[src/rtl/uart_cpu_link.sv]
// uart_cpu_link - host-link controller that single-steps a CPU over a UART byte stream.
//
// The host talks to this block through the UART rx/tx byte engines using a
// valid/ready byte handshake. Commands: 0x01 reboot the link (pulses cpu_reset),
// 0x02 read back the PC, 0x03 load one instruction and step the CPU once. Any
// memory access raised by the stepped instruction is proxied to the host:
// address, size code and store data are sent out, and load data is received back.
// Multi-byte fields travel little-endian, width/8 bytes each.
//
// Optional feature (macro UART_CPU_LINK_TIMEOUT_EN): a host-silence counter in the
// two receive states aborts to a NAK after TIMEOUT_CYC idle cycles.
//
// Ports:
//   clk, reset                 clock (rising edge), asynchronous active-low reset
//   rx_data/rx_valid/rx_ready  byte stream from the UART receiver
//   tx_data/tx_valid/tx_ready  byte stream to the UART transmitter
//   pc                         CPU program counter (sent on command 0x02)
//   cpu_reset, cpu_run         one-cycle CPU reset / step pulses
//   instr                      instruction for the step, held between steps
//   write_enable, read_enable  CPU memory request flags, sampled in RUN
//   address, write_data        CPU memory request address / store data
//   mem_write, size_load       store / load size codes
//   read_data                  load data returned by the host, held until next load
//   busy                       low only while waiting for a command
module uart_cpu_link #(
  parameter int         XLEN        = 32,
  parameter int         ILEN        = 32,
  parameter logic [7:0] READY_BYTE  = 8'h01,
  parameter logic [7:0] NAK_BYTE    = 8'hEE,
  parameter int         TIMEOUT_CYC = 1000000
) (
  input  logic            clk,
  input  logic            reset,
  input  logic [7:0]      rx_data,
  input  logic            rx_valid,
  output logic            rx_ready,
  output logic [7:0]      tx_data,
  output logic            tx_valid,
  input  logic            tx_ready,
  input  logic [XLEN-1:0] pc,
  output logic            cpu_reset,
  output logic            cpu_run,
  output logic [ILEN-1:0] instr,
  input  logic            write_enable,
  input  logic            read_enable,
  input  logic [XLEN-1:0] address,
  input  logic [XLEN-1:0] write_data,
  input  logic [1:0]      mem_write,
  input  logic [2:0]      size_load,
  output logic [XLEN-1:0] read_data,
  output logic            busy
);

  typedef enum logic [3:0] {
    S_BOOT, S_SEND_READY, S_WAIT_CMD, S_SEND_PC, S_RECV_INSTR, S_RUN,
    S_SEND_ADDR, S_SEND_MW, S_SEND_WDATA, S_SEND_SL, S_RECV_RDATA, S_SEND_NAK
  } state_t;

  // The receive shift register is shared by instruction and load data.
  localparam int         SR_W   = (XLEN > ILEN) ? XLEN : ILEN;
  localparam logic [3:0] X_LAST = 4'(XLEN / 8 - 1);
  localparam logic [3:0] I_LAST = 4'(ILEN / 8 - 1);

  state_t            state_q, state_d;
  logic [3:0]        cnt_q, cnt_d;
  logic [XLEN-1:0]   tx_sr_q, tx_sr_d;
  logic [SR_W-1:0]   rx_sr_q, rx_sr_d;
  logic [XLEN-1:0]   wdata_q, wdata_d;
  logic [1:0]        mw_q, mw_d;
  logic [2:0]        sl_q, sl_d;
  logic              is_load_q, is_load_d;
  logic              tx_valid_q, tx_valid_d;
  logic              rx_ready_q, rx_ready_d;
  logic              cpu_reset_q, cpu_reset_d;
  logic              cpu_run_q, cpu_run_d;
  logic [ILEN-1:0]   instr_q, instr_d;
  logic [XLEN-1:0]   read_data_q, read_data_d;
  logic              busy_q, busy_d;
  logic              tx_fire_s, rx_fire_s;
  logic [SR_W-1:0]   rx_shift_s;

`ifdef UART_CPU_LINK_TIMEOUT_EN
  localparam int            TO_W   = $clog2(TIMEOUT_CYC + 1);
  localparam logic [TO_W-1:0] TO_MAX = TO_W'(TIMEOUT_CYC);
  logic [TO_W-1:0] to_cnt_q, to_cnt_d;
`endif

  assign tx_fire_s  = tx_valid_q && tx_ready;
  assign rx_fire_s  = rx_ready_q && rx_valid;
  // New bytes enter at the top so that after N bytes the field sits MSB-aligned, LE order.
  assign rx_shift_s = (rx_sr_q >> 8) | (SR_W'(rx_data) << (SR_W - 8));

  // Next-state, datapath and registered-output computation.
  always_comb begin
    state_d     = state_q;
    cnt_d       = cnt_q;
    tx_sr_d     = tx_sr_q;
    rx_sr_d     = rx_sr_q;
    wdata_d     = wdata_q;
    mw_d        = mw_q;
    sl_d        = sl_q;
    is_load_d   = is_load_q;
    cpu_reset_d = 1'b0;
    cpu_run_d   = 1'b0;
    instr_d     = instr_q;
    read_data_d = read_data_q;
`ifdef UART_CPU_LINK_TIMEOUT_EN
    to_cnt_d    = to_cnt_q;
`endif

    case (state_q)
      S_BOOT: begin
        cpu_reset_d = 1'b1;
        state_d     = S_SEND_READY;
      end
      S_WAIT_CMD: begin
        if (rx_fire_s) begin
          case (rx_data)
            8'h01:   state_d = S_BOOT;
            8'h02:   state_d = S_SEND_PC;
            8'h03:   state_d = S_RECV_INSTR;
            default: state_d = S_SEND_NAK;
          endcase
        end else begin
          state_d = state_q;
        end
      end
      S_SEND_PC, S_SEND_ADDR, S_SEND_WDATA: begin
        if (tx_fire_s && cnt_q == X_LAST) begin
          case (state_q)
            S_SEND_ADDR: state_d = is_load_q ? S_SEND_SL : S_SEND_MW;
            default:     state_d = S_SEND_READY;
          endcase
        end else if (tx_fire_s) begin
          cnt_d   = cnt_q + 4'd1;
          tx_sr_d = tx_sr_q >> 8;
        end else begin
          state_d = state_q;
        end
      end
      S_SEND_READY, S_SEND_NAK, S_SEND_MW, S_SEND_SL: begin
        if (tx_fire_s) begin
          case (state_q)
            S_SEND_READY: state_d = S_WAIT_CMD;
            S_SEND_MW:    state_d = S_SEND_WDATA;
            S_SEND_SL:    state_d = S_RECV_RDATA;
            default:      state_d = S_SEND_READY;
          endcase
        end else begin
          state_d = state_q;
        end
      end
      S_RECV_INSTR, S_RECV_RDATA: begin
        if (rx_fire_s) begin
          rx_sr_d = rx_shift_s;
          if (cnt_q == ((state_q == S_RECV_INSTR) ? I_LAST : X_LAST)) begin
            state_d = (state_q == S_RECV_INSTR) ? S_RUN : S_SEND_READY;
            if (state_q == S_RECV_INSTR) begin
              // Whole word lands at once so the CPU never sees a partial instruction.
              instr_d   = rx_shift_s[SR_W-1 -: ILEN];
              cpu_run_d = 1'b1;
            end else begin
              read_data_d = rx_shift_s[SR_W-1 -: XLEN];
            end
          end else begin
            cnt_d = cnt_q + 4'd1;
          end
        end else begin
          state_d = state_q;
        end
      end
      S_RUN: begin
        wdata_d = write_data;
        mw_d    = mem_write;
        sl_d    = size_load;
        // Store wins when the CPU raises both requests.
        if (write_enable) begin
          is_load_d = 1'b0;
          state_d   = S_SEND_ADDR;
        end else if (read_enable) begin
          is_load_d = 1'b1;
          state_d   = S_SEND_ADDR;
        end else begin
          state_d = S_SEND_READY;
        end
      end
      default: state_d = S_BOOT;
    endcase

`ifdef UART_CPU_LINK_TIMEOUT_EN
    // Host-silence counter: only counts while waiting for host bytes, saturates at the limit.
    if (rx_fire_s || !(state_q == S_RECV_INSTR || state_q == S_RECV_RDATA)) begin
      to_cnt_d = '0;
    end else if (to_cnt_q == TO_MAX) begin
      state_d = S_SEND_NAK;
    end else begin
      to_cnt_d = to_cnt_q + TO_W'(1);
    end
`endif

    // State entry: restart the byte counter and preload the outgoing field.
    if (state_d != state_q) begin
      cnt_d = 4'd0;
      case (state_d)
        S_SEND_READY: tx_sr_d = XLEN'(READY_BYTE);
        S_SEND_NAK:   tx_sr_d = XLEN'(NAK_BYTE);
        S_SEND_PC:    tx_sr_d = pc;
        S_SEND_ADDR:  tx_sr_d = address;  // only entered from RUN, so this latches the request
        S_SEND_MW:    tx_sr_d = XLEN'({6'b0, mw_q});
        S_SEND_WDATA: tx_sr_d = wdata_q;
        S_SEND_SL:    tx_sr_d = XLEN'({5'b0, sl_q});
        default:      tx_sr_d = tx_sr_q;
      endcase
    end else begin
      cnt_d = cnt_d;
    end

    tx_valid_d = (state_d == S_SEND_READY) || (state_d == S_SEND_NAK) ||
                 (state_d == S_SEND_PC)    || (state_d == S_SEND_ADDR) ||
                 (state_d == S_SEND_MW)    || (state_d == S_SEND_WDATA) ||
                 (state_d == S_SEND_SL);
    rx_ready_d = (state_d == S_WAIT_CMD) || (state_d == S_RECV_INSTR) ||
                 (state_d == S_RECV_RDATA);
    busy_d     = (state_d != S_WAIT_CMD);
  end

  // State and output registers.
  always_ff @(posedge clk or negedge reset) begin
    if (!reset) begin
      state_q     <= S_BOOT;
      cnt_q       <= 4'd0;
      tx_sr_q     <= '0;
      rx_sr_q     <= '0;
      wdata_q     <= '0;
      mw_q        <= 2'd0;
      sl_q        <= 3'd0;
      is_load_q   <= 1'b0;
      tx_valid_q  <= 1'b0;
      rx_ready_q  <= 1'b0;
      cpu_reset_q <= 1'b0;
      cpu_run_q   <= 1'b0;
      instr_q     <= '0;
      read_data_q <= '0;
      busy_q      <= 1'b0;
`ifdef UART_CPU_LINK_TIMEOUT_EN
      to_cnt_q    <= '0;
`endif
    end else begin
      state_q     <= state_d;
      cnt_q       <= cnt_d;
      tx_sr_q     <= tx_sr_d;
      rx_sr_q     <= rx_sr_d;
      wdata_q     <= wdata_d;
      mw_q        <= mw_d;
      sl_q        <= sl_d;
      is_load_q   <= is_load_d;
      tx_valid_q  <= tx_valid_d;
      rx_ready_q  <= rx_ready_d;
      cpu_reset_q <= cpu_reset_d;
      cpu_run_q   <= cpu_run_d;
      instr_q     <= instr_d;
      read_data_q <= read_data_d;
      busy_q      <= busy_d;
`ifdef UART_CPU_LINK_TIMEOUT_EN
      to_cnt_q    <= to_cnt_d;
`endif
    end
  end

  assign tx_data   = tx_sr_q[7:0];
  assign tx_valid  = tx_valid_q;
  assign rx_ready  = rx_ready_q;
  assign cpu_reset = cpu_reset_q;
  assign cpu_run   = cpu_run_q;
  assign instr     = instr_q;
  assign read_data = read_data_q;
  assign busy      = busy_q;

endmodule

[config.mk]
export PLATFORM = sky130hd
export DESIGN_NAME = uart_cpu_link
export DESIGN_NICKNAME = d
export VERILOG_FILES = /design/src/rtl/uart_cpu_link.sv
export SDC_FILE = /design/constraint.sdc
export NUM_CORES = 1
export LEC_CHECK = 0
export ABC_AREA = 1
export CORE_MARGIN = 1.5
export CORE_UTILIZATION = 25
export DETAILED_ROUTE_END_ITERATION = 10
export GPL_ROUTABILITY_DRIVEN = 0
export GPL_TIMING_DRIVEN = 0
export PLACE_DENSITY = 0.6
export SKIP_CTS_REPAIR_TIMING = 1
export SYNTH_ARGS = -nofsm -noshare
export SYNTH_HDL_FRONTEND = slang
export SYNTH_SLANG_ARGS = --single-unit
[constraint.sdc]
create_clock -name clk -period 2.05 [get_ports clk]
set_input_delay 0.5125 -clock clk [delete_from_list [all_inputs] [get_ports clk]]
set_output_delay 0.5125 -clock clk [all_outputs]
set_load 0.02 [all_outputs]
# [After elaboration in Yosys (flattened, before gate mapping)]
# Index checks and enable logic that the tools add are counted.
[word_totals] ff_bits=179 latch_bits=0 mem_bits_rw=0 rom_bits=0 wordCells=107 mem_count=0
[op_classes] n_addsub=1 mul=0 div_mod_pow=0 order_cmp=0 eq_ne=33 n_shift=0 muxes=31 bitwise=2 reduce_logical=25
[ops] operator="$pmux W32 S7" count=1
[ops] operator="$mux W32" count=4
[ops] operator="$mux W4" count=12
[ops] operator="$eq A4 B4 Y1 const B" count=8
[ops] operator="$or A24 B32 Y32" count=1
[ops] operator="$eq A4 B3 Y1 const B" count=7
[ops] operator="$pmux W4 S3" count=2
[ops] operator="$pmux W4 S6" count=1
[ops] operator="$eq A4 B2 Y1 const B" count=5
[ops] operator="$eq A8 B2 Y1 const B" count=2
[ops] operator="$ne A3 B3 Y1 const B" count=4
[ops] operator="$reduce_and A4 Y1" count=3
[ops] operator="$mux W3" count=3
[ops] operator="$eq A4 B1 Y1 const B" count=2
[ops] operator="$eq A8 B1 Y1 const B" count=1
[ops] operator="$logic_or A1 B1 Y1" count=8
[ops] operator="$ne A8 B1 Y1 const B" count=1
[ops] operator="$pmux W4 S2" count=1
[ops] operator="$mux W1" count=7
[ops] operator="$reduce_bool A2 Y1" count=3
[ops] operator="$reduce_and A5 Y1" count=1
[ops] operator="$add A4 B1 Y4 const B" count=1
[ops] operator="$logic_not A4 Y1" count=1
[ops] operator="$ne A4 B2 Y1 const B" count=1
[ops] operator="other kinds (9)" count=12

# [Longest topological paths before layout]
[depth] ltp_word=12 mapped_depth=19 mapped_depth_nobuf=18

# [Worst setup path before layout]
# No wires, ideal clock.
[synth_path] path_type="input to register" start="input rx_valid" end="register tx_sr_q[10]" setup_time_ns=0.117 t_arrival_ns=2.113 required_ns=1.933 setup_slack_ns=-0.180 stages=17 path_buffers=2 path_cell_list="nand2_1 > inv_1 > nand3_1 > nand2_1 > inv_1 > nor2_1 > nand3_4 > nor2_4 > nand2_1 > nand2_2 > o21ai_4 > nand2_4 > inv_2 > buf_6 > buf_6 > nand2_1 > nand2_1"
[synth_between] elab_chain_len=6 word_cells_on_any_way=19 cone_classes="eq/ne: 10; mux: 5; reduce/logical: 4"
[synth_rtl] item="start: declaration" line="35" rtl="input logic rx_valid,"
[synth_rtl] item="$logic_and A1 B1 Y1 (*)" line="89" rtl="assign rx_fire_s = rx_ready_q && rx_valid;"
[synth_rtl] item="$mux W4 (on tied branches)" line="154, 117"
[synth_rtl] item="$pmux W4 S6 (*)" line="111" rtl="case (state_q)"
[synth_rtl] item="named net state_d[3]" line="64" rtl="state_t state_q, state_d;"
[synth_rtl] item="$ne A4 B4 Y1, or another cell as far along" line="202" rtl="if (state_d != state_q) begin"
[synth_rtl] item="$ne A8 B1 Y1 (no line), or another cell as far along"
[synth_rtl] item="$reduce_and A4 Y1 (no line) or $mux W32 (tied branches)"
[synth_rtl] item="end signal: assignment" line="251" rtl="tx_sr_q <= tx_sr_d;"
[synth_rtl] item="end: declaration" line="66" rtl="logic [XLEN-1:0] tx_sr_q, tx_sr_d;"
# Mark *: on every way through the listed nets, which the timed path passes. The rest lies on a longest branch.
# A chain may end at the register's enable or synchronous reset.

# [Worst setup path in the final report]
[layout_path] start="input tx_ready" end="register tx_sr_q[20]"
[layout_between] elab_chain_len=7 word_cells_on_any_way=20 cone_classes="eq/ne: 10; mux: 5; reduce/logical: 5"
[layout_rtl] item="start: declaration" line="39" rtl="input logic tx_ready,"
[layout_rtl] item="$logic_and A1 B1 Y1 (*)" line="88" rtl="assign tx_fire_s = tx_valid_q && tx_ready;"
[layout_rtl] item="$logic_and A1 B1 Y1" line="129" rtl="if (tx_fire_s && cnt_q == X_LAST) begin"
[layout_rtl] item="$mux W4" line="129"
[layout_rtl] item="$pmux W4 S6 (*)" line="111"
[layout_rtl] item="named net state_d[0]" line="64"
[layout_rtl] item="$ne A4 B4 Y1, or another cell as far along" line="202"
[layout_rtl] item="$ne A8 B1 Y1 (no line), or another cell as far along"
[layout_rtl] item="$reduce_and A4 Y1 (no line) or $mux W32 (tied branches)"
# Marks and branches as above.

==> impl_summary.md <==
Status
The run finished, with violations left. The final reports fail on negative setup slack.

Clock network
The number of buffers between clock root and the deepest sink is 2. TritonCTS built the clock tree. The clock reaches the later pin of the worst-skew pair after 430 ps. The maximum level of the CTS H-tree is 4. In this run, CTS created clock tree buffers numbering 17. Clock tree synthesis selected as its root buffer the cell sky130_fd_sc_hd__clkbuf_16.

The clock slew seen by the registers of the worst setup and hold paths is 80 ps. The clock sink count is 171.

Synthesis
Synthesis instantiated 30 different standard cells from the library. The proportion of register bits with asynchronous set or reset after synthesis is 1.00. The share of the Yosys chip area taken by registers is 0.532. Among all cell types in the netlist, the one instantiated most often is sky130_fd_sc_hd__nand2_1.

Of the total synthesized cell area, the portion taken by XOR and XNOR cells is 0.00218. The biggest area contributor in the post-synthesis netlist is sky130_fd_sc_hd__dfrtp_1. Counting every instance in the synthesized netlist gives 960. Synthesis produced a netlist with a net count of 1,076. The Yosys step of the flow raised 0 warnings. In this run, synthesis inferred 0 flip-flops with an integrated enable. After synthesis, the largest family of logic cells by area is simple AND/OR/NAND/NOR gates. Counting flops and latches in the post-synthesis netlist gives 171. The mapped netlist covers ~8000 µm².

Of the total synthesized cell area, the portion taken by full adders, half adders and majority gates is 0.00156. Among all flip-flop cells after synthesis, the most frequent one is sky130_fd_sc_hd__dfrtp_1. Ranked by instance count, the synthesized netlist is headed by 403 x sky130_fd_sc_hd__nand2_1, 171 x sky130_fd_sc_hd__dfrtp_1, 98 x sky130_fd_sc_hd__o21ai_0, 53 x sky130_fd_sc_hd__inv_1, 53 x sky130_fd_sc_hd__nand3_1. The share of Yosys cell area claimed by the top area cell type is 0.532.

The average instance in the mapped netlist occupies roughly 8.4 µm². The area share of and/or/nand/nor cells after synthesis is 0.284. The multiplexer area fraction after synthesis is 0.0504. The share of the synthesized area in compound gates (AO/OA/AOI/OAI) is 0.0697. After synthesis, the cell types taking the most area are sky130_fd_sc_hd__dfrtp_1 53%, sky130_fd_sc_hd__nand2_1 19%, sky130_fd_sc_hd__o21ai_0 6.1%.

Drt
For this block, the via count after detailed routing is ~7,200. After detailed routing, the number of remaining DRC violations is 0. The number of search-and-repair iterations in the first detailed-routing pass is 5.

The number of violations reported at the end of detailed-routing iteration 0 is 435. After detailed routing, the number of vias per cell comes to 4.44. The number of routed nets with antenna violations is 0. The routed design has 24,500 µm of wire. In the final routed layout, each cell accounts on average for between 15 and 20 µm.

Timing
The achievable frequency is 415 MHz. Hold timing on the final database bottoms out at a slack of 16.7 ps. Between clock sinks in the finished design, the worst skew comes to 21.6 ps. Measured against its own limit, the worst slew margin works out to 0.594.

The final critical path time including I/O delays and setup is 2410 ps. Setup repair after global routing could not meet its margin everywhere. Setup violations remaining at the end of the flow were counted as 36.

In the finished design, the share of the clock period the worst path needs comes to 1.18. The final hold violation count is 0. The final worst slack is -360 ps. The number of max-slew violations in the final report is 0.

The measured slew at the worst slew-check pin is 609 ps.

Floorplanning
From bottom edge to top edge, the die measures roughly 180 µm. The die outline width is 182 µm. The core region area is 31,600 µm². The starting utilization of the core area is 0.254. The boundary pin count is 192. Row generation in the floorplan step produced 65 rows. The area of the die is 33,200 µm².

GRT
The remaining global-route overflow is 0. The first global-routing pass estimated 37,600 µm of wire. The via count of the first global-routing pass is just under 7,000.

Entering global routing, the biggest net connects 108 pins. The overall fraction of global-route tracks in use is 0.144. The number of antenna violations at the first check in global routing is 0.

Place
The cell count after placement is 1,554. The detailed-placement wirelength estimate is 18,100 µm. After detailed placement, the total cell area comes to 10,600 µm². The number of port buffers is 191.

Layout
The net count of the finished layout is 1,325. The core occupancy in the finished layout is 0.376. The number of diodes is 0. The share of post-route cells with drive strength above 1 is 0.213. The final cell count without fillers is 1,624. The area added between synthesis and finish is 48.0%. After routing the design area is approximately 12,000 µm².

Power and ir drop
IR analysis of the VDD net gives a maximum drop of between 0.7 and 0.8 mV. The leakage power of the design is 5.55 nW. Dividing total power by cell area gives a power density of 1300 nW/µm². The total power draw is between 0.015 and 0.02 W.

Critical path
The arrival time of data at the critical path endpoint is between 2000 and 3000 ps. The startpoint type of the worst setup path is an input pin. The setup slack of the most critical reg-to-reg path is -340 ps.

The source of the critical timing path is tx_ready. The highest net fanout along the worst path is 7. STA puts the critical path data required time at 2360 ps. STA classifies the critical path endpoint as a flip-flop. The critical path is of the input pin to flip-flop type. The worst register-to-register path begins at state_q[1]$_DFF_PN0_.

Hold path
The classification of the worst-slack hold path is input pin to async pin.

Run
The tool flagged a number of max-cap violations equal to 0.
[metal layers]
layer / global-route usage / routed length [µm] / up-vias
met5: 0 / 0 / -
met4: 0.0321 / 272 / 0
met3: 0.0309 / 1440 / 20
met2: 0.229 / 11400 / 233
met1: 0.199 / 11400 / 3393
li1: - / - / 3557
[critical path: stages]
cell	delay, ps
sky130_fd_sc_hd__clkdlybuf4s50_1	500
sky130_fd_sc_hd__nand2_4	100
sky130_fd_sc_hd__inv_4	110
sky130_fd_sc_hd__nand3_4	110
sky130_fd_sc_hd__nand2_2	100
sky130_fd_sc_hd__nand2_4	50
sky130_fd_sc_hd__nand2_4	120
sky130_fd_sc_hd__inv_2	50
sky130_fd_sc_hd__nand2_2	80
sky130_fd_sc_hd__nand2_1	60
sky130_fd_sc_hd__nand2_2	90
sky130_fd_sc_hd__nand2_4	70
sky130_fd_sc_hd__nor2_4	230
sky130_fd_sc_hd__nor2_4	120
sky130_fd_sc_hd__buf_6	150
sky130_fd_sc_hd__nand2_2	70
sky130_fd_sc_hd__nand2_1	60
sky130_fd_sc_hd__nand2_1	70
sky130_fd_sc_hd__nand2_1	50
[area by class of cell]
| type | count | area [µm²] |
|---|---|---|
| plain buffers | 46 | 324 |
| clock buffers | 18 | 439 |
| clock inverters | 14 | 169 |
| fillers | 3181 | 19700 |
| inverters | 62 | 255 |
| multi-input cells | 681 | 3630 |
| flip-flops and latches | 171 | 4280 |
| well taps | 402 | 503 |
| repair buffers | 230 | 2290 |
[sequential cells by signal (all words and copies together) (netlist names)]
signal     count
busy           1
cnt_q          4
cpu_reset      1
cpu_run        1
instr         32
is_load_q      1
mw_q           2
read_data     32
rx_ready       1
rx_sr_q       24
sl_q           3
state_q        4
tx_sr_q       32
tx_valid       1
wdata_q       32
[kinds of logic (layout without fill, tap and decap cells)]
family	Yosys count	in the layout
AO/OA/AOI/OAI	109	109
XOR/XNOR	2	2
adder cells (fa/ha/maj)	1	1
multiplexers	36	36
buffers and inverters	109	370
AND/OR/NAND/NOR	532	533
flip-flops	171	171
[report_power, final]
| group | switching (W) | leakage (nW) | internal [W] |
|---|---|---|---|
| Sequential | 0.000424 | 2.27 | 0.00407 |
| Combinational | 0.00428 | 2.98 | 0.00329 |
| Clock | 0.00157 | 0.296 | 0.00178 |
| Total | 0.00627 | 5.55 | 0.00915 |
[cells in the final DEF (no fill, tap or decap), types with 3 or more instances in the layout]
cell type,count
sky130_fd_sc_hd__nand2_1,367
sky130_fd_sc_hd__clkdlybuf4s50_1,180
sky130_fd_sc_hd__dfrtp_1,167
sky130_fd_sc_hd__o21ai_0,95
sky130_fd_sc_hd__nand3_1,46
sky130_fd_sc_hd__inv_1,45
sky130_fd_sc_hd__buf_4,44
sky130_fd_sc_hd__nand2_2,37
sky130_fd_sc_hd__mux2_2,36
sky130_fd_sc_hd__nor2_1,23
sky130_fd_sc_hd__clkbuf_16,17
sky130_fd_sc_hd__clkbuf_1,16
sky130_fd_sc_hd__nor2_4,15
sky130_fd_sc_hd__buf_6,12
sky130_fd_sc_hd__nor2_2,10
sky130_fd_sc_hd__nand3_4,10
sky130_fd_sc_hd__dlymetal6s2s_1,10
sky130_fd_sc_hd__inv_2,9
sky130_fd_sc_hd__nand2_4,8
sky130_fd_sc_hd__nand3_2,8
sky130_fd_sc_hd__inv_4,7
sky130_fd_sc_hd__inv_6,5
sky130_fd_sc_hd__clkbuf_4,4
sky130_fd_sc_hd__nand4_1,4
sky130_fd_sc_hd__a21oi_1,4
sky130_fd_sc_hd__dfrtp_2,4
sky130_fd_sc_hd__a21oi_2,3
sky130_fd_sc_hd__buf_8,3
sky130_fd_sc_hd__o21ai_2,3
sky130_fd_sc_hd__clkinv_8,3
sky130_fd_sc_hd__inv_8,3
[per-stage QoR]
| stage | setup TNS, ps | setup slack, ps |
|---|---|---|
| final | -10030 | -360 |
| after global routing | -15000 | -490 |
| after CTS | -24060 | -709 |
| after detailed placement | -60360 | -1130 |
| after global placement | -1219700 | -7470 |
| after floorplan | -398 | -44.7 |
[path summary, 6_finish.rpt]
| path | endpoint | depth (start not counted) |
|---|---|---|
| setup / recovery | tx_sr_q[20]$_DFFE_PN0P_ | 19 |
| hold / removal | read_data[31]$_DFFE_PN0P_ | 1 |
| setup reg to reg | tx_sr_q[20]$_DFFE_PN0P_ | 18 |
| hold reg to reg | tx_sr_q[16]$_DFFE_PN0P_ | 2 |
| max in group asynchronous | tx_sr_q[11]$_DFFE_PN0P_ | 2 |
| min in group clk | instr[27]$_DFFE_PN0P_ | 3 |
Note: power is estimated with default switching activity, not from simulation.
==> edit 1: new RTL, same settings <==
Re-encode `state_t` (12 states) as one-hot, 12 bits wide.
--- a/src/rtl/uart_cpu_link.sv
+++ b/src/rtl/uart_cpu_link.sv
@@ -51,9 +51,9 @@
   output logic            busy
 );
 
-  typedef enum logic [3:0] {
-    S_BOOT, S_SEND_READY, S_WAIT_CMD, S_SEND_PC, S_RECV_INSTR, S_RUN,
-    S_SEND_ADDR, S_SEND_MW, S_SEND_WDATA, S_SEND_SL, S_RECV_RDATA, S_SEND_NAK
+  typedef enum logic [11:0] {
+    S_BOOT = 12'b000000000001, S_SEND_READY = 12'b000000000010, S_WAIT_CMD = 12'b000000000100, S_SEND_PC = 12'b000000001000, S_RECV_INSTR = 12'b000000010000, S_RUN = 12'b000000100000,
+    S_SEND_ADDR = 12'b000001000000, S_SEND_MW = 12'b000010000000, S_SEND_WDATA = 12'b000100000000, S_SEND_SL = 12'b001000000000, S_RECV_RDATA = 12'b010000000000, S_SEND_NAK = 12'b100000000000
   } state_t;
 
   // The receive shift register is shared by instruction and load data.
Function: same outputs for any inputs over 4 cycles, from zero or initial values and one cycle with reset low; so few cycles prove little.
==> edit 1 against the unedited design <==
- the flow still finishes with violations (negative setup slack)
- core utilization decreased by 0.93 points
- worst setup slack got worse by 0.12 ns
- global-route usage increased by 0.66 points
- highest routed layer unchanged
- sequential cell count increased by 8
- area after synthesis increased by 5.4%
- critical path type unchanged
- routed wire length increased by 9.2%
- design area increased by 3.1%
Power is not compared: it rests on default switching activity, and its combinational part moved more than twofold at a synthesized area within 25%.
==> edit 1: results (changes against the unedited design) <==
| Metric | Value |
|---|---|
| Clock skew | 0.0113 ns (-0.0103 ns) |
| Mapped Nets | 1187 (+10%) |
| WP data arrival | 2.85 ns (+0.13 ns) |
| Detailed Route Iter0 Violations | 424 (-2.5%) |
| Layout cells sized above 1 | 17.1% (-4.2 points) |
| Pin count of the biggest net entering global routing | 102 (-5.6%) |
| First-pass GRT wire length | 41200 um (+9.5%) |
| Post-synth cell types | 39 (+30%) |
| Final WL | 26700 um (+9.2%) |
| Layout net count | 1423 (+7.4%) |
| Register area share after synthesis | 52.9% (-0.37 points) |
| FF-to-FF End | tx_sr_q[6] |
| Setup WS post-layout | -0.477 ns (-0.117 ns) |
| Total track usage | 15.0% (+0.66 points) |
| Flop2flop setup slack | -0.46 ns (-0.12 ns) |
| DR vias/cell | 4.43 (-0.19%) |
| Top cells by area, synth | dfrtp_1, nand2_1, o21ai_0 |
| Critical path fanouts, max | 10 (+3) |
| Top cells by count, synth | nand2_1, dfrtp_1, o21ai_0 |
| Setup-failing EPs final | 78 (+120%) |
| Pre-CTS setup slack | -1.16 ns (-0.0258 ns) |
| DP Cell Count | 1711 (+10%) |
| Vias in the first global route | 7532 (+9.1%) |
| Worst reg2reg path depth | 18 (unchanged) |
| Worst Tran Pin Value | 0.606 ns (-0.00297 ns) |
| Synth Instances | 1071 (+12%) |
| Run status | complete, but fails checks |
| Failing checks | negative setup slack |
| Hpwl dp | 19800 um (+9.7%) |
| Reg2reg start | state_q[0] |
==> edit 1: cell types whose count changed in the layout (fill, tap and decap cells not counted), sizes merged, moves of 7 or more <==
cell,before,now
nand2,412,474
mux2,36,0
inv,69,102
dfrtp,171,178
nor2,50,41
nand4,4,13
==> edit 1: worst max-delay path: stages <==
cell	delay [ns]
clkdlybuf4s50_1	0.45
nand2_1	0.18
nor2_2	0.23
inv_1	0.12
nand2_4	0.12
nand3_2	0.10
o21bai_4	0.19
nand3_2	0.12
nor2_4	0.18
nand2_4	0.11
nand2_4	0.10
inv_2	0.05
buf_6	0.14
nand2_2	0.07
nand2_1	0.05
nand2_1	0.06
nand2_1	0.06
==> edit 1: cell families (layout without fill, tap and decap cells) <==
logic type	count (synthesis)	after routing	share of synthesized area [%]
buffers and inverters	151	400	7.78
flip-flops	179	179	52.9
adder cells (fa/ha/maj)	1	1	0.148
multiplexers	1	1	0.118
AND/OR/NAND/NOR	611	611	30.6
XOR/XNOR	1	1	0.103
AO/OA/AOI/OAI	127	127	8.41
==> edit 1: routing by layer <==
layer	global-route usage, %	up-vias	wire [um]
met1	20.3	3707	12100
met3	3.17	26	1640
li1	-	3832	-
met5	0	-	0
met4	4.34	0	504
met2	24.2	262	12500
==> edit 1: how the worst max path moves through the flow <==
stage                          start     endpoint  cells after the start
after floorplan           state_q[0]  tx_sr_q[12]                     18
after global placement         reset  wdata_q[21]                      1
after detailed placement    tx_ready   tx_sr_q[8]                     12
after CTS                 state_q[3]  tx_sr_q[11]                     14
after global routing        rx_valid   tx_sr_q[6]                     17
final                       rx_valid   tx_sr_q[6]                     17
==> edit 1: layout make-up <==
cell class	count	area (um2)
well taps	448	561
plain buffers	53	387
inverters	96	365
clock buffers	17	425
clock inverters	15	146
multi-input cells	741	3680
flip-flops and latches	179	4480
repair buffers	219	2220
fillers	3361	21200
==> edit 1: power breakdown <==
| part | internal (mW) | switching [mW] | total [mW] |
|---|---|---|---|
| Sequential | 3.61 | 0.0784 | 3.69 |
| Clock | 1.61 | 1.60 | 3.21 |
| Combinational | 0.886 | 1.21 | 2.09 |
==> edit 1: through the flow <==
stage / setup TNS, ns / hold WS [ns] / cell area [um2] / util, % / total power [mW]
after CTS: -52.34 / 0.0758 / 11600 / 34.8 / 8.79
after floorplan: -1.00 / 0.217 / 8550 / - / 4.81
after detailed placement: -94.15 / 0.464 / 11100 / 33.1 / 5.58
after global routing: -27.25 / 0.0976 / 12300 / 36.7 / 9.37
final: -15.22 / 0.0670 / 12300 / 36.7 / 8.99
after global placement: -1354.85 / 0.456 / 11000 / 33.0 / 5.57
==> edit 2: new RTL, config.mk and constraints unchanged <==
Without the edit above. The option `UART_CPU_LINK_TIMEOUT_EN` is turned on by a define.
--- a/src/rtl/uart_cpu_link.sv
+++ b/src/rtl/uart_cpu_link.sv
@@ -22,6 +22,8 @@
 //   mem_write, size_load       store / load size codes
 //   read_data                  load data returned by the host, held until next load
 //   busy                       low only while waiting for a command
+`define UART_CPU_LINK_TIMEOUT_EN
+
 module uart_cpu_link #(
   parameter int         XLEN        = 32,
   parameter int         ILEN        = 32,
Function: same outputs for any inputs over 4 cycles, from zero or initial values and one cycle with reset low; that may be too few to reach the edited logic, so the function may still have changed.
==> edit 2 against the unedited design <==
- synthesized cell count rose by 27%
- area after synthesis is 16% higher
- routed wire length is 21% higher
- sequential cell count increased by 20
- power increased by 2.1%
- largest power group unchanged
- worst setup slack lost 0.15 ns
- the flow still finishes with violations (negative setup slack)
- design area up 13%
==> edit 2: results (changes against the unedited design) <==
| Metric | Value |
|---|---|
| Reg2reg start | to_cnt_q[0] |
| Initial antenna violation count | 1 (+1) |
| Antenna Diode Count | 0 (unchanged) |
| Port bufs | 191 (unchanged) |
| Clk buf depth | 2 (unchanged) |
| Flop2flop setup slack | -0.51 ns (-0.17 ns) |
| Mapped Nets | 1337 (+24%) |
| Hpwl dp | 21700 um (+20%) |
| Fin cells | 1957 (+21%) |
| Vias in the first global route | 8482 (+23%) |
| Register area share after synthesis | 51.4% (-1.8 points) |
| Post-synth cell types | 32 (+6.7%) |
| Failing checks | negative setup slack |
| Num CTS Buffers | 17 (unchanged) |
| Skew-Pair Late Insertion Delay | 0.46 ns (+0.03 ns) |
| FF-to-FF End | tx_sr_q[23] |
| Top cells by area, synth | dfrtp_1, nand2_1, o21ai_0 |
| Detailed Route Iter0 Violations | 609 (+40%) |
| Slew headroom | 56.5% (-2.9 points) |
| Yosys warnings | 0 (unchanged) |
| Mean area per synthesized cell | 7.63 um2 (-8.9%) |
| Placed cell areas | 0.0119 mm2 (+12%) |
| Top cells by count, synth | nand2_1, dfrtp_1, o21ai_0 |
| WP data arrival | 2.89 ns (+0.17 ns) |
| First-pass GRT wire length | 45300 um (+20%) |
| Leakage | 6.28 nW (+13%) |
| DP Cell Count | 1879 (+21%) |
| DR vias/cell | 4.60 (+3.7%) |
| Worst reg2reg path depth | 18 (unchanged) |
| TritonRoute pass-1 iters | 5 (unchanged) |
| H-tree levels | 4 (unchanged) |
| Ys async rst share | 100% (unchanged) |
| Total track usage | 15.0% (+0.64 points) |
| Clock skew | 0.0196 ns (-0.00203 ns) |
| Layout net count | 1595 (+20%) |
| Critical path fanouts, max | 8 (+1) |
| Pin count of the biggest net entering global routing | 120 (+11%) |
| Run status | complete, but fails checks |
| Peak VDD IR | 822 uV (+8.7%) |
| Setup-failing EPs final | 40 (+11%) |
| Final WL | 29500 um (+21%) |
| Post-synth EDFFs | 0 (unchanged) |
| Setup WS post-layout | -0.509 ns (-0.149 ns) |
| Setup TNS | -16.29 ns (-6.26 ns) |
| Worst hold path class | in -> async |
| P_int | 9.10 mW (-0.60%) |
| CTS clk-pin slew, worst paths | 0.09 ns |
| Layout cells sized above 1 | 16.9% (-4.4 points) |
==> edit 2: kinds of logic after synthesis <==
family | count (synthesis) | share of synthesized area, %
adders and majority gates | 3 | 0.404
xor gates and xnor gates | 3 | 0.283
and+or+nand+nor | 732 | 33.4
DFF | 191 | 51.4
AOI/OAI and AO/OA | 133 | 7.40
buffers and inverters | 157 | 7.14
==> edit 2: how the worst max path moves through the flow <==
stage / cells after the start / startpoint / end
6_report: 18 / to_cnt_q[0] / tx_sr_q[23]
5_1_grt: 20 / to_cnt_q[0] / tx_sr_q[23]
4_1_cts: 16 / state_q[3] / tx_sr_q[8]
3_5_place_dp: 18 / rx_data[6] / tx_sr_q[2]
3_3_place_gp: 1 / reset / wdata_q[16]
2_1_floorplan: 20 / to_cnt_q[0] / tx_sr_q[10]
==> edit 2: critical path, cell delays in order (launching register included) <==
cell	delay, ns
dfrtp_1	0.43
inv_2	0.10
ha_4	0.15
buf_4	0.10
nand3_1	0.06
nor2_1	0.13
nand3_2	0.14
o21ai_4	0.20
nor2_4	0.06
buf_12	0.14
nand2_2	0.07
nand2_1	0.07
a21oi_2	0.17
nand2_4	0.13
nand2_8	0.12
nand2_8	0.07
clkbuf_16	0.18
nand2_2	0.05
nand2_1	0.05
==> edit 2: power by group through the flow <==
stage	clock network (mW)	registers (mW)	logic (mW)
final	3.33	4.34	8.08
after global routing	3.56	4.37	8.83
after CTS	3.42	4.31	6.08
after detailed placement	0	4.38	6.05
after global placement	0	4.38	5.98
after floorplan	0	4.35	4.23
==> edit 2: stage by stage <==
step	setup slack [ns]	power, mW	hold slack [ns]
floorplan	-0.115	8.58	0.217
global placement	-7.55	10.4	0.456
detailed placement	-1.18	10.4	0.461
CTS	-0.916	13.8	0.0303
global route	-0.648	16.8	0.0586
finish	-0.509	15.7	0.0240
==> edit 2: routing by layer <==
layer / up-vias / wire (um) / track usage (%)
li1: 4414 / - / -
met1: 4261 / 12900 / 19.3
met2: 268 / 14300 / 24.7
met3: 52 / 1440 / 3.28
met4: 2 / 861 / 5.50
met5: - / 13 / 0
==> edit 2: area by class of cell <==
class / instances / area, um2
plain buffers: 61 / 375
clock buffers: 17 / 425
clock inverters: 14 / 150
fillers: 3806 / 23200
inverters: 96 / 375
multi-input cells: 871 / 4330
flip-flops and latches: 191 / 4780
well taps: 468 / 586
repair buffers: 239 / 2380
